$ cat src/rtl/vdp1_pix_color_pipe_if.sv
// Pixel stream, background-read and output-FIFO signals of the VDP1 pixel colour pipe.
// master = rasteriser/framebuffer side, slave = the pipe itself.
interface vdp1_pix_color_pipe_if #(
  parameter int PIX_W     = 16,
  parameter int GOUR_FRAC = 0
);
  logic                         in_valid;
  logic                         in_ready;
  logic [15:0]                  in_data;
  logic [2:0]                   in_cm;
  logic [1:0]                   in_offsx;
  logic [15:0]                  in_colr;
  logic                         in_spd;
  logic                         in_ecd;
  logic                         in_mesh;
  logic [2:0]                   in_ccb;
  logic [3*(5+GOUR_FRAC)-1:0]   in_cg;
  logic [9:0]                   in_x;
  logic [8:0]                   in_y;
  logic                         in_last;

  logic                         bk_req;
  logic [9:0]                   bk_x;
  logic [8:0]                   bk_y;
  logic                         bk_ack;
  logic [15:0]                  bk_data;

  logic                         out_valid;
  logic                         out_ready;
  logic [9:0]                   out_x;
  logic [8:0]                   out_y;
  logic [PIX_W-1:0]             out_data;

  modport master (
    output in_valid, in_data, in_cm, in_offsx, in_colr, in_spd, in_ecd, in_mesh,
           in_ccb, in_cg, in_x, in_y, in_last,
    input  in_ready,
    input  bk_req, bk_x, bk_y,
    output bk_ack, bk_data,
    input  out_valid, out_x, out_y, out_data,
    output out_ready
  );

  modport slave (
    input  in_valid, in_data, in_cm, in_offsx, in_colr, in_spd, in_ecd, in_mesh,
           in_ccb, in_cg, in_x, in_y, in_last,
    output in_ready,
    output bk_req, bk_x, bk_y,
    input  bk_ack, bk_data,
    output out_valid, out_x, out_y, out_data,
    input  out_ready
  );
endinterface

$ cat src/rtl/vdp1_pix_color_pipe.sv
// VDP1 pixel back-end: decode/discard (D), background read (B), Gouraud + colour calc (C),
// then an output FIFO. Admission is throttled so the FIFO can never overflow.
module vdp1_pix_color_pipe #(
  parameter int DEPTH     = 4,
  parameter int PIX_W     = 16,
  parameter int GOUR_FRAC = 0
) (
  input  logic                        clk,
  input  logic                        rst,
  vdp1_pix_color_pipe_if.slave        pix,
  input  logic                        clr,
  output logic [15:0]                 pix_out,
  output logic [15:0]                 pix_disc,
  output logic                        done
);
  localparam int GW = 5 + GOUR_FRAC;
  localparam int CW = 3 * GW;
  localparam int AW = $clog2(DEPTH);
  localparam int OW = AW + 3;
  localparam int EW = PIX_W + 20;

  // stage D
  logic          d_valid_reg;
  logic [15:0]   d_data_reg, d_colr_reg;
  logic [2:0]    d_cm_reg, d_ccb_reg;
  logic [1:0]    d_offsx_reg;
  logic          d_spd_reg, d_ecd_reg, d_mesh_reg, d_last_reg;
  logic [CW-1:0] d_cg_reg;
  logic [9:0]    d_x_reg;
  logic [8:0]    d_y_reg;
  // stage B
  logic          b_valid_reg, b_calc_reg, b_need_reg, b_last_reg, bk_req_reg;
  logic [15:0]   b_col_reg;
  logic [2:0]    b_ccb_reg;
  logic [CW-1:0] b_cg_reg;
  logic [9:0]    b_x_reg;
  logic [8:0]    b_y_reg;
  // stage C
  logic             c_valid_reg, c_last_reg;
  logic [PIX_W-1:0] c_data_reg;
  logic [9:0]       c_x_reg;
  logic [8:0]       c_y_reg;
  // FIFO
  logic [EW-1:0] fifo_mem [DEPTH];
  logic [AW-1:0] wr_ptr_reg, rd_ptr_reg;
  logic [AW:0]   count_reg;
  logic [EW-1:0] head;
  logic [15:0]   pix_out_reg, pix_disc_reg;
  logic          done_reg;

  logic [3:0]  nib;
  logic [7:0]  byte_sel;
  logic [15:0] d_col;
  logic        tp, ec, d_discard, d_calc, d_need;
  logic        bk_fire, b_adv, b_free, d_adv, d_drop, b_load, accept, pop;
  logic [OW-1:0] occupancy;
  logic [14:0] calc_rgb;
  logic        calc_msb;
  logic [15:0] c_next;

  // ---------------- decode and discard ----------------
  always_comb begin
    case (d_offsx_reg)
      2'd0:    nib = d_data_reg[15:12];
      2'd1:    nib = d_data_reg[11:8];
      2'd2:    nib = d_data_reg[7:4];
      default: nib = d_data_reg[3:0];
    endcase
    byte_sel = d_offsx_reg[1] ? d_data_reg[7:0] : d_data_reg[15:8];
    d_col    = d_data_reg;
    tp       = ~d_data_reg[15];
    ec       = (d_data_reg == 16'h7FFF);
    case (d_cm_reg)
      3'd0, 3'd1: begin
        d_col = {d_colr_reg[15:4], nib};
        tp    = (nib == 4'h0);
        ec    = &nib;
      end
      3'd2: begin
        d_col = {d_colr_reg[15:6], byte_sel[5:0]};
        tp    = (byte_sel == 8'h00);
        ec    = &byte_sel;
      end
      3'd3: begin
        d_col = {d_colr_reg[15:7], byte_sel[6:0]};
        tp    = (byte_sel == 8'h00);
        ec    = &byte_sel;
      end
      3'd4: begin
        d_col = {d_colr_reg[15:8], byte_sel};
        tp    = (byte_sel == 8'h00);
        ec    = &byte_sel;
      end
      default: ;
    endcase
    d_discard = (tp & ~d_spd_reg) | (ec & ~d_ecd_reg) | (d_mesh_reg & (d_x_reg[0] ^ d_y_reg[0]));
    d_calc    = (d_cm_reg >= 3'd5) && (PIX_W == 16);
    d_need    = d_calc & d_ccb_reg[0];
  end

  // ---------------- pipeline flow control ----------------
  assign bk_fire = bk_req_reg & pix.bk_ack;
  assign b_adv   = b_valid_reg & (~b_need_reg | bk_fire);
  assign b_free  = ~b_valid_reg | b_adv;
  assign d_adv   = d_valid_reg & (d_discard | b_free);
  assign d_drop  = d_valid_reg & d_discard;
  assign b_load  = d_adv & ~d_discard;
  assign pop     = pix.out_valid & pix.out_ready;
  // every pixel already admitted owns a FIFO slot, so stage C never has to stall
  assign occupancy = OW'(count_reg) + OW'(d_valid_reg) + OW'(b_valid_reg) + OW'(c_valid_reg);
  assign pix.in_ready = ~rst & (~d_valid_reg | d_adv) & (occupancy < OW'(DEPTH));
  assign accept  = pix.in_valid & pix.in_ready;

  always_ff @(posedge clk) begin
    if (rst) begin
      d_valid_reg <= 1'b0;
    end else if (accept) begin
      d_valid_reg <= 1'b1;
      d_data_reg  <= pix.in_data;
      d_cm_reg    <= pix.in_cm;
      d_offsx_reg <= pix.in_offsx;
      d_colr_reg  <= pix.in_colr;
      d_spd_reg   <= pix.in_spd;
      d_ecd_reg   <= pix.in_ecd;
      d_mesh_reg  <= pix.in_mesh;
      d_ccb_reg   <= pix.in_ccb;
      d_cg_reg    <= pix.in_cg;
      d_x_reg     <= pix.in_x;
      d_y_reg     <= pix.in_y;
      d_last_reg  <= pix.in_last;
    end else if (d_adv) begin
      d_valid_reg <= 1'b0;
    end
  end

  always_ff @(posedge clk) begin
    if (rst) begin
      b_valid_reg <= 1'b0;
      bk_req_reg  <= 1'b0;
    end else if (b_load) begin
      b_valid_reg <= 1'b1;
      bk_req_reg  <= d_need;
      b_col_reg   <= d_col;
      b_calc_reg  <= d_calc;
      b_need_reg  <= d_need;
      b_ccb_reg   <= d_ccb_reg;
      b_cg_reg    <= d_cg_reg;
      b_x_reg     <= d_x_reg;
      b_y_reg     <= d_y_reg;
      b_last_reg  <= d_last_reg;
    end else if (b_adv) begin
      b_valid_reg <= 1'b0;
      bk_req_reg  <= 1'b0;
    end
  end

  assign pix.bk_req = bk_req_reg;
  assign pix.bk_x   = b_x_reg;
  assign pix.bk_y   = b_y_reg;

  // ---------------- Gouraud and colour calculation, one slice per channel ----------------
  // bk_data is consumed live on the BK_ACK edge, which is also the edge B hands over to C.
  for (genvar gi = 0; gi < 3; gi++) begin : g_ch
    logic [GW-1:0] cg_ch;
    logic [4:0]    g_int, orig, bkc, gour, sel, a_ch, b_ch;
    logic [5:0]    gsum;

    assign cg_ch = b_cg_reg[gi*GW +: GW];
    if (GOUR_FRAC == 0) begin : g_nofrac
      assign g_int = cg_ch;
    end else begin : g_frac
      logic [GW:0] rnd;
      logic [5:0]  ip;
      assign rnd   = {1'b0, cg_ch} + ((GW+1)'(1) << (GOUR_FRAC - 1));
      assign ip    = rnd[GW:GOUR_FRAC];
      assign g_int = ip[5] ? 5'd31 : ip[4:0];
    end

    always_comb begin
      orig = b_col_reg[gi*5 +: 5];
      bkc  = pix.bk_data[gi*5 +: 5];
      gsum = {1'b0, orig} + {1'b0, g_int};
      gour = (gsum < 6'd16) ? 5'd0 : ((gsum > 6'd47) ? 5'd31 : 5'(gsum - 6'd16));
      sel  = b_ccb_reg[2] ? gour : orig;
      a_ch = 5'd0;
      b_ch = 5'd0;
      case (b_ccb_reg[1:0])
        2'b00: a_ch = sel;
        2'b01: b_ch = (b_ccb_reg[2] | ~pix.bk_data[15]) ? bkc : (bkc >> 1);
        2'b10: a_ch = sel >> 1;
        default: begin
          if (pix.bk_data[15]) begin
            a_ch = sel >> 1;
            b_ch = bkc >> 1;
          end else begin
            a_ch = sel;
          end
        end
      endcase
    end

    assign calc_rgb[gi*5 +: 5] = a_ch + b_ch;
  end

  always_comb begin
    case (b_ccb_reg[1:0])
      2'b01:   calc_msb = pix.bk_data[15];
      2'b11:   calc_msb = pix.bk_data[15] | b_col_reg[15];
      default: calc_msb = b_col_reg[15];
    endcase
    c_next = b_calc_reg ? {calc_msb, calc_rgb} : b_col_reg;
  end

  always_ff @(posedge clk) begin
    if (rst) begin
      c_valid_reg <= 1'b0;
    end else begin
      c_valid_reg <= b_adv;
      c_data_reg  <= c_next[PIX_W-1:0];
      c_x_reg     <= b_x_reg;
      c_y_reg     <= b_y_reg;
      c_last_reg  <= b_last_reg;
    end
  end

  // ---------------- output FIFO ----------------
  always_ff @(posedge clk) begin
    if (c_valid_reg)
      fifo_mem[wr_ptr_reg] <= {c_last_reg, c_x_reg, c_y_reg, c_data_reg};
  end

  always_ff @(posedge clk) begin
    if (rst) begin
      wr_ptr_reg <= '0;
      rd_ptr_reg <= '0;
      count_reg  <= '0;
    end else begin
      if (c_valid_reg)
        wr_ptr_reg <= wr_ptr_reg + 1'b1;
      if (pop)
        rd_ptr_reg <= rd_ptr_reg + 1'b1;
      count_reg <= count_reg + (AW+1)'(c_valid_reg) - (AW+1)'(pop);
    end
  end

  assign head          = fifo_mem[rd_ptr_reg];
  assign pix.out_valid = (count_reg != '0);
  assign pix.out_data  = head[PIX_W-1:0];
  assign pix.out_y     = head[PIX_W +: 9];
  assign pix.out_x     = head[PIX_W+9 +: 10];

  // ---------------- counters and completion ----------------
  always_ff @(posedge clk) begin
    if (rst) begin
      pix_out_reg  <= '0;
      pix_disc_reg <= '0;
      done_reg     <= 1'b0;
    end else begin
      if (clr)
        pix_out_reg <= '0;
      else if (pop)
        pix_out_reg <= pix_out_reg + 16'd1;
      if (clr)
        pix_disc_reg <= '0;
      else if (d_drop)
        pix_disc_reg <= pix_disc_reg + 16'd1;
      done_reg <= (pop & head[EW-1]) | (d_drop & d_last_reg);
    end
  end

  assign pix_out  = pix_out_reg;
  assign pix_disc = pix_disc_reg;
  assign done     = done_reg;
endmodule

$ cat src/flat_wrapper.sv
// flat-port wrapper written by rule: the top's interface ports become plain ports
module vdp1_pix_color_pipe_flat 
#(
  parameter int DEPTH     = 4,
  parameter int PIX_W     = 16,
  parameter int GOUR_FRAC = 0
)
  (clk, rst, clr, pix_out, pix_disc, done, pix_in_valid, pix_in_data, pix_in_cm, pix_in_offsx, pix_in_colr, pix_in_spd, pix_in_ecd, pix_in_mesh, pix_in_ccb, pix_in_cg, pix_in_x, pix_in_y, pix_in_last, pix_in_ready, pix_bk_req, pix_bk_x, pix_bk_y, pix_bk_ack, pix_bk_data, pix_out_valid, pix_out_x, pix_out_y, pix_out_data, pix_out_ready);
  vdp1_pix_color_pipe_if #(.PIX_W(PIX_W), .GOUR_FRAC(GOUR_FRAC)) pix_i ();
  input  logic clk;
  input  logic rst;
  input  logic clr;
  output logic [15:0] pix_out;
  output logic [15:0] pix_disc;
  output logic done;
  input wire logic [$bits(pix_i.in_valid)-1:0] pix_in_valid;
  input wire logic [$bits(pix_i.in_data)-1:0] pix_in_data;
  input wire logic [$bits(pix_i.in_cm)-1:0] pix_in_cm;
  input wire logic [$bits(pix_i.in_offsx)-1:0] pix_in_offsx;
  input wire logic [$bits(pix_i.in_colr)-1:0] pix_in_colr;
  input wire logic [$bits(pix_i.in_spd)-1:0] pix_in_spd;
  input wire logic [$bits(pix_i.in_ecd)-1:0] pix_in_ecd;
  input wire logic [$bits(pix_i.in_mesh)-1:0] pix_in_mesh;
  input wire logic [$bits(pix_i.in_ccb)-1:0] pix_in_ccb;
  input wire logic [$bits(pix_i.in_cg)-1:0] pix_in_cg;
  input wire logic [$bits(pix_i.in_x)-1:0] pix_in_x;
  input wire logic [$bits(pix_i.in_y)-1:0] pix_in_y;
  input wire logic [$bits(pix_i.in_last)-1:0] pix_in_last;
  output wire logic [$bits(pix_i.in_ready)-1:0] pix_in_ready;
  output wire logic [$bits(pix_i.bk_req)-1:0] pix_bk_req;
  output wire logic [$bits(pix_i.bk_x)-1:0] pix_bk_x;
  output wire logic [$bits(pix_i.bk_y)-1:0] pix_bk_y;
  input wire logic [$bits(pix_i.bk_ack)-1:0] pix_bk_ack;
  input wire logic [$bits(pix_i.bk_data)-1:0] pix_bk_data;
  output wire logic [$bits(pix_i.out_valid)-1:0] pix_out_valid;
  output wire logic [$bits(pix_i.out_x)-1:0] pix_out_x;
  output wire logic [$bits(pix_i.out_y)-1:0] pix_out_y;
  output wire logic [$bits(pix_i.out_data)-1:0] pix_out_data;
  input wire logic [$bits(pix_i.out_ready)-1:0] pix_out_ready;
  assign pix_i.in_valid = pix_in_valid;
  assign pix_i.in_data = pix_in_data;
  assign pix_i.in_cm = pix_in_cm;
  assign pix_i.in_offsx = pix_in_offsx;
  assign pix_i.in_colr = pix_in_colr;
  assign pix_i.in_spd = pix_in_spd;
  assign pix_i.in_ecd = pix_in_ecd;
  assign pix_i.in_mesh = pix_in_mesh;
  assign pix_i.in_ccb = pix_in_ccb;
  assign pix_i.in_cg = pix_in_cg;
  assign pix_i.in_x = pix_in_x;
  assign pix_i.in_y = pix_in_y;
  assign pix_i.in_last = pix_in_last;
  assign pix_in_ready = pix_i.in_ready;
  assign pix_bk_req = pix_i.bk_req;
  assign pix_bk_x = pix_i.bk_x;
  assign pix_bk_y = pix_i.bk_y;
  assign pix_i.bk_ack = pix_bk_ack;
  assign pix_i.bk_data = pix_bk_data;
  assign pix_out_valid = pix_i.out_valid;
  assign pix_out_x = pix_i.out_x;
  assign pix_out_y = pix_i.out_y;
  assign pix_out_data = pix_i.out_data;
  assign pix_i.out_ready = pix_out_ready;
  vdp1_pix_color_pipe #(.DEPTH(DEPTH), .PIX_W(PIX_W), .GOUR_FRAC(GOUR_FRAC)) u_core (.clk(clk), .rst(rst), .pix(pix_i), .clr(clr), .pix_out(pix_out), .pix_disc(pix_disc), .done(done));
endmodule
$ cat config.mk
export PLATFORM = sky130hd
export DESIGN_NAME = vdp1_pix_color_pipe_flat
export DESIGN_NICKNAME = d
export VERILOG_FILES = /design/src/rtl/vdp1_pix_color_pipe_if.sv /design/src/rtl/vdp1_pix_color_pipe.sv /design/src/flat_wrapper.sv
export SDC_FILE = /design/constraint.sdc
export NUM_CORES = 1
export LEC_CHECK = 0
export ABC_CLOCK_PERIOD_IN_PS = 7900
export CAP_MARGIN = 20
export CORE_MARGIN = 2
export CORE_UTILIZATION = 32
export CTS_CLUSTER_DIAMETER = 60
export DETAILED_ROUTE_END_ITERATION = 8
export GPL_ROUTABILITY_DRIVEN = 0
export PLACE_DENSITY = 0.58
export SLEW_MARGIN = 20
export SYNTH_ARGS = -nofsm -noshare
export SYNTH_HDL_FRONTEND = slang
export SYNTH_SLANG_ARGS = --single-unit
export TNS_END_PERCENT = 30
$ cat constraint.sdc
create_clock -name clk -period 7.9 [get_ports clk]
set_clock_uncertainty 0.05 [all_clocks]
set_input_delay 1.58 -clock clk [delete_from_list [all_inputs] [get_ports clk]]
set_output_delay 1.58 -clock clk [all_outputs]
set_load 0.02 [all_outputs]
==> results summary, run 1 <==
The flow ran to the end, and the final reports show no timing, DRC or antenna violations. The number of ports placed on the die boundary came out at 190. The share of synthesized registers carrying an async set or reset came out at 0%. The post-route total power came out at 0.00479 W.

The final number of setup-violating endpoints came out at 0. The number of H-tree levels is 2. The initial core utilization is 32.4%.

The number of maximum-capacitance constraint violations is 0. The global-route congestion overflow total is 0. The height of the die came out at 221 um. The total wirelength of the detailed-routed design came out at 33900 um. The average vias per placed instance came out at 4.90. The maximum clock frequency is 184 MHz. The path class of the tightest hold or removal check is reg -> reg. Counting flops per register, the top entry is u_core.fifo_mem. STA classifies the critical path startpoint as a primary input.

The pin slew with the least headroom to its limit is 1050 ps. TritonCTS built the clock tree. The worst endpoint required time came out at 6270 ps. The sequential cells in the finished layout cover a total of 10200 um^2.

The initial antenna violation count is 1. The total number of vias is 9057. The remaining design rule violation count is 0.

For the finished layout, the period the worst path requires is 5430 ps. The top fanout value on the critical path is 20. In the post-route analysis, the smallest setup slack over all paths is 2470 ps.

Buffers inserted to repair hold after CTS numbered 0. The number of inserted filler cells in the final layout is 4248. The horizontal die dimension came out at 221 um.

The number of global-route vias before repair came out at 9054. Entering global routing, the biggest net connects 57 pins. The register with the most flip-flops in the layout has 144 of them. The post-route cell area is 19000 um^2.

In this run the clock root is driven by a sky130_fd_sc_hd__clkbuf_16. The first-pass GRT wire length came out at 52200 um. The area share of the leading cell type in the synthesized netlist came out at 61.8%. The signed area change from the synthesized netlist to the final layout is 26.0%. The headroom to the max-slew limit is 29.9%. The routed length per placed instance is 18.3 um. In this run the post-CTS setup repair buffer count came out at 0. The critical path in this run is classified as in -> out.

The mean cell area of the mapped netlist is 14.9 um^2. The cell area that synthesis handed to floorplanning was 15100 um^2. The count of final max-slew check failures is 0.

The number of CTS-inserted buffers came out at 43. The wire-length estimate of the detail-placed layout is 22400 um. The number of synthesized flops with an enable pin is 310. The number of synthesis warnings came out at 0.

After floorplanning, the core was sized to cover 46500 um^2. The register clock-pin slew on the reported worst setup and hold paths came out at 60 ps. The post-route core utilization is 40.8%. The share of the clock period used by the worst path after layout is 68.7%. Summing all multi-input logic gate instances after layout gives 4610 um^2. The post-synthesis net count came out at 1156. The clock latency at the later pin of the worst-skew pair came out at 570 ps. The count of final hold-check violations was 0. In the synthesized netlist the dominant register cell turns out to be sky130_fd_sc_hd__edfxtp_1. The number of library cell types mapped by synthesis is 71. The maximum VDD drop came out at 0.211 mV. Summed over all instances, the cell type with the most area after synthesis is sky130_fd_sc_hd__edfxtp_1.

The post-cts gate resize count came out at 0. For this run, the register share of the synthesized area comes to 67.9%. The clock passes through at most 3 buffers. The violation count after the first detailed-routing iteration is 576. The instance area at placement is 17600 um^2. The analysis attributes to cell leakage a power of 6.36 nW. Global routing used 13.7% of the available tracks. The kind of end point of the critical path is an output port. Sorting the synthesized cells by area gives the leading types as sky130_fd_sc_hd__edfxtp_1 62%, sky130_fd_sc_hd__dfxtp_1 6.1%, sky130_fd_sc_hd__mux4_2 5.8%. The final layout contains 1353 nets.

By count the netlist is led by 310 x sky130_fd_sc_hd__edfxtp_1, 81 x sky130_fd_sc_hd__nand2_1, 63 x sky130_fd_sc_hd__nor2_1. In this run the remaining antenna-violating nets after routing total 0. The count of buffers inserted at the top-level ports is 185. The worst endpoint data arrival time came out at 3800 ps. Setup repair after global routing left no endpoint under its margin. The sink count of the clock tree came out at 356. The length of the first detailed-routing pass in iterations is 5. The die covers 48800 um^2. The fraction of final layout cells sized beyond drive strength 1 came out at 11.4%. The count of mapped cells out of synthesis came out at 1010. The most frequently used cell type in the post-synthesis netlist is sky130_fd_sc_hd__edfxtp_1.

The sum of negative setup slack came out at 0 ps. The number of placement rows came out at 79. The number of synthesized register bits came out at 356. Prior to clock tree synthesis, the placed netlist has a worst setup slack of 2450 ps. In this run the power density over the cells is 252 nW/um^2.
[critical path, stage by stage]
cell and delay (ps):
sky130_fd_sc_hd__clkdlybuf4s50_1 760, sky130_fd_sc_hd__a2111oi_0 640, sky130_fd_sc_hd__and2_1 210, sky130_fd_sc_hd__clkdlybuf4s50_1 600
[path summary, 6_finish.rpt]
check | from | slack [ps] | cells after the start | to
setup / recovery | rst | 2470 | 4 | pix_in_ready
hold / removal | u_core.d_y_reg[8] | 370 | 0 | u_core.pix.bk_y[8]
setup reg to reg | u_core.b_col_reg[5] | 3530 | 15 | u_core.c_data_reg[9]
hold reg to reg | u_core.d_y_reg[8] | 370 | 0 | u_core.pix.bk_y[8]
[report_power, final]
| part | internal (W) | switching (W) | leakage (nW) |
|---|---|---|---|
| sequential | 0.00213 | 0.0000707 | 3.22 |
| combinational | 0.000351 | 0.000355 | 2.48 |
| clock | 0.00110 | 0.000778 | 0.664 |
[stage by stage]
stage | hold slack, ps | std cells
2_1_floorplan | 350 | 1010
3_3_place_gp | 351 | 1769
3_5_place_dp | 355 | 1769
4_1_cts | 368 | 1845
5_1_grt | 372 | 1845
6_report | 367 | 1847
[per-layer routing]
metal	vias to the layer above	part of all wire [%]	GRT usage (%)	routed length (um)
met1	4425	44	17.9	15000
met2	248	48	22.6	16300
met3	53	5.4	3.11	1830
li1	4331	-	-	-
met5	-	0	0	0
met4	0	2.0	4.52	685
[layout make-up]
class	instances	share of cell area, %
multi-input combinational	589	24.3
inverter	27	0.534
clock buffer	59	6.26
tap	607	4.00
timing repair buffer	190	9.96
antenna	2	0.0264
clock inverter	17	0.963
sequential	356	54.0
[logic make-up (layout without fill, tap and decap cells)]
group / after synthesis / in the layout / synth area share, %
flip-flops: 356 / 356 / 67.9
AND/OR/NAND/NOR: 254 / 254 / 8.36
AO/OA/AOI/OAI: 195 / 195 / 8.57
buffers and inverters: 65 / 293 / 1.70
multiplexers: 57 / 57 / 7.09
adder cells (fa/ha/maj): 48 / 48 / 4.30
XOR/XNOR: 35 / 35 / 2.04
other: 0 / 2 / 0
[layout by cell type (no fill, tap or decap), types with 8 or more instances in the layout]
cell type / count
sky130_fd_sc_hd__a211oi_1: 10
sky130_fd_sc_hd__clkbuf_1: 12
sky130_fd_sc_hd__or3_1: 17
sky130_fd_sc_hd__a21o_1: 15
sky130_fd_sc_hd__nor2_1: 62
sky130_fd_sc_hd__xor2_1: 19
sky130_fd_sc_hd__nand3_1: 12
sky130_fd_sc_hd__and2_1: 8
sky130_fd_sc_hd__inv_1: 25
sky130_fd_sc_hd__a22o_1: 9
sky130_fd_sc_hd__ha_1: 39
sky130_fd_sc_hd__edfxtp_1: 310
sky130_fd_sc_hd__clkbuf_16: 44
sky130_fd_sc_hd__dfxtp_1: 44
sky130_fd_sc_hd__a21oi_1: 57
sky130_fd_sc_hd__xnor2_1: 16
sky130_fd_sc_hd__nor2b_1: 11
sky130_fd_sc_hd__nand2_1: 81
sky130_fd_sc_hd__or2_2: 8
sky130_fd_sc_hd__nand4_1: 13
sky130_fd_sc_hd__o21ai_0: 40
sky130_fd_sc_hd__clkdlybuf4s50_1: 185
sky130_fd_sc_hd__mux4_2: 39
sky130_fd_sc_hd__mux2i_1: 11
No activity file was read; power rests on OpenSTA's default activity.
==> inputs of run 2 (changes only) <==
--- a/config.mk
+++ b/config.mk
@@ -5,7 +5,7 @@
 export SDC_FILE = /design/constraint.sdc
 export NUM_CORES = 1
 export LEC_CHECK = 0
-export ABC_CLOCK_PERIOD_IN_PS = 7900
+export ABC_CLOCK_PERIOD_IN_PS = 5070
 export CAP_MARGIN = 20
 export CORE_MARGIN = 2
 export CORE_UTILIZATION = 32
==> constraint.sdc (replaced) <==
create_clock -name clk -period 5.07 [get_ports clk]
set_clock_uncertainty 0.05 [all_clocks]
set_input_delay 1.014 -clock clk [delete_from_list [all_inputs] [get_ports clk]]
set_output_delay 1.014 -clock clk [all_outputs]
set_load 0.02 [all_outputs]
==> run 2 against run 1 <==
  * Sequential share of layout area shrank 0.23 points
  * Setup slack got worse by 1900 ps
  * Via count about the same
  * Cell area rose by 0.41%
  * Die area did not move
  * Cell count rose by 0.38%
  * Critical path depth up 5
  * Register-to-register slack worse by 2800 ps
  * Core utilization increased by 0.17 points
  * Global-route usage down 0.090 points
  * Routed wire length shrank 0.43%
  * Non-clock buffer count is 7 higher
  * Largest cell class unchanged
==> results summary, run 2 (same netlist as run 1, synthesis figures left out) <==
The run finished with clean final reports. The horizontal die dimension was 221 um (unchanged). The sink count of the clock tree came out at 356 (unchanged). The leakage power of the design is 6.41 nW (+0.90%). The buffer count from post-CTS setup fixing was 0 (unchanged).

The number of nets in the layout is 1359 (+0.44%). Clock tree synthesis selected as its root buffer the cell sky130_fd_sc_hd__clkbuf_16. The signed area change from the synthesized netlist to the final layout is 26.5%. The quantity of hold-fixing buffers added after cts was 0 (unchanged). The full die area was 48800 um^2 (unchanged). The worst endpoint data arrival time came out at 3390 ps (-410 ps). The initial core utilization was 32.4% (unchanged). The total track usage came out at 13.6% (-0.090 points). The core area came to 46500 um^2 (unchanged). The buffer levels on the longest clock path came out at 3 (unchanged). The number of instances in the placed design is 1775 (+0.34%). The height of the die was 221 um (unchanged).

The number of placement rows is 79 (unchanged). The HPWL after detailed placement is 22800 um (+2.1%). The clock tree from TritonCTS is built. The maximum VDD drop came out at 0.265 mV (+26%).

The fraction of final layout cells sized beyond drive strength 1 is 12.1% (+0.72 points). The global-route congestion overflow total is 0 (unchanged). The pin slew with the least headroom to its limit came out at 895 ps (-156 ps). The number of H-tree levels is 2 (unchanged). Counting flops per register, the top entry is u_core.fifo_mem. The number of ports placed on the die boundary came out at 190 (unchanged). The first-pass GRT wire length came out at 52200 um (-0.11%).

Based on the critical path, the design can be clocked at up to 225 MHz. The number of non-filler instances in the completed layout came out at 1854 (+0.38%). The number of inserted filler cells in the final layout came out at 4300 (+1.2%).

The length of the first detailed-routing pass in iterations is 7 (+2). The number of nets still failing antenna checks after routing was 0 (unchanged). The antenna diode count came to 0 (-2). The clock latency at the later pin of the worst-skew pair is 560 ps (about the same). The headroom to the max-slew limit came out at 40.3% (+10 points).

The count of final max-slew check failures came out at 0 (unchanged). The initial antenna violation count is 1 (unchanged). The type of the worst setup path is reg -> out. The number of CTS-inserted buffers came out at 42 (-2.3%). The library cells used most frequently in the layout, excluding fill and tap cells, are 310 x sky130_fd_sc_hd__edfxtp_1, 185 x sky130_fd_sc_hd__clkdlybuf4s50_1, 81 x sky130_fd_sc_hd__nand2_1.

The top fanout value on the critical path came out at 16 (-20%). The maximum number of pins on one net before global-route repair is 55 (-3.5%). The min-delay analysis places its worst path in the category reg -> reg. The violation count after the first detailed-routing iteration came out at 539 (-6.4%).

The total area of sequential cells came to 10200 um^2 (about the same). The library cell used most frequently in the layout, excluding fill and tap cells, is sky130_fd_sc_hd__edfxtp_1. The share of the clock period used by the worst path after layout came out at 87.8%.

The area taken by multi-input logic gates is 4610 um^2 (about the same). The post-cts gate resize count is 0 (unchanged). The average vias per placed instance is 4.88 (-0.41%). The register clock-pin slew on the reported worst setup and hold paths was 50 ps (about the same). The count of final hold-check violations is 0 (unchanged). The count of buffers inserted at the top-level ports came out at 185 (unchanged). The sum of negative setup slack is 0 ps (unchanged).

The remaining design rule violation count is 0 (unchanged). The shortest clock period the worst path allows after layout is 4450 ps. The power density of the placed cells is 394 nW/um^2 (+56%).

STA classifies the critical path endpoint as an output port. The number of flip-flops in the largest register was 144 (unchanged). The number of maximum-capacitance constraint violations came to 0 (unchanged).

The worst endpoint required time is 4010 ps (-2260 ps). The total number of vias is 9054 (-0.033%). The total wirelength of the detailed-routed design came to 33700 um (-0.43%).

The final number of setup-violating endpoints came out at 0 (unchanged). The worst setup path is launched from a flop. The routed length per placed instance is 18.2 um (-0.81%). Setup repair after global routing left no endpoint under its margin. The number of global-route vias before repair came to 9172 (+1.3%).
==> run 2: stage by stage <==
| step | utilization, % | total power [W] | setup slack (ps) | instance area (um^2) | hold WS (ps) |
|---|---|---|---|---|---|
| floorplan | - | 0.00415 | 57.0 | 15100 | 350 |
| global placement | 38.0 | 0.00461 | 795 | 17600 | 352 |
| detailed placement | 38.0 | 0.00463 | 748 | 17600 | 355 |
| CTS | 40.9 | 0.00764 | 546 | 19000 | 368 |
| global route | 41.0 | 0.00785 | 395 | 19000 | 370 |
| finish | 41.0 | 0.00751 | 619 | 19000 | 366 |
==> run 2: metal layers <==
layer	part of all wire, %	vias to the layer above	GRT usage (%)	routed length, um
li1	-	4347	-	-
met1	45	4391	18.2	15200
met2	47	257	22.0	15700
met3	6.1	57	3.04	2060
met4	2.2	2	4.52	756
met5	0.039	-	0	13
==> run 2: where the power goes <==
| part | total (W) | switching [W] | internal (W) | leakage, nW |
|---|---|---|---|---|
| clock | 0.00297 | 0.00120 | 0.00176 | 0.682 |
| combinational | 0.00110 | 0.000539 | 0.000559 | 2.52 |
| sequential | 0.00345 | 0.000125 | 0.00332 | 3.22 |
| total | 0.00751 | 0.00187 | 0.00564 | 6.41 |
==> run 2: cell type report <==
class                           count  share of cell area, %
Sequential cell                   356                   53.7
Clock inverter                     24                   1.33
Inverter                           27                  0.532
Tap cell                          607                   3.99
Timing Repair Buffer              197                   10.3
Multi-Input combinational cell    589                   24.2
Clock buffer                       54                   5.97
==> run 2: worst paths after layout <==
path                                     startpoint              endpoint  slack, ps  depth (start not counted)
worst max-delay path             u_core.d_cm_reg[2]          pix_in_ready        620                          9
worst min-delay path              u_core.d_x_reg[4]    u_core.pix.bk_x[4]        370                          0
worst max register to register  u_core.b_col_reg[5]  u_core.c_data_reg[9]        770                         15
worst min register to register    u_core.d_x_reg[4]    u_core.pix.bk_x[4]        370                          0
==> run 2: critical path, stage by stage (launching register included) <==
cell and delay [ps]:
sky130_fd_sc_hd__edfxtp_1 720, sky130_fd_sc_hd__o21ai_4 230, sky130_fd_sc_hd__inv_2 230, sky130_fd_sc_hd__nor4b_1 80, sky130_fd_sc_hd__o21ai_1 210, sky130_fd_sc_hd__o311ai_2 190
sky130_fd_sc_hd__nor3_4 300, sky130_fd_sc_hd__nand3_1 130, sky130_fd_sc_hd__and2_1 200, sky130_fd_sc_hd__clkdlybuf4s50_1 530
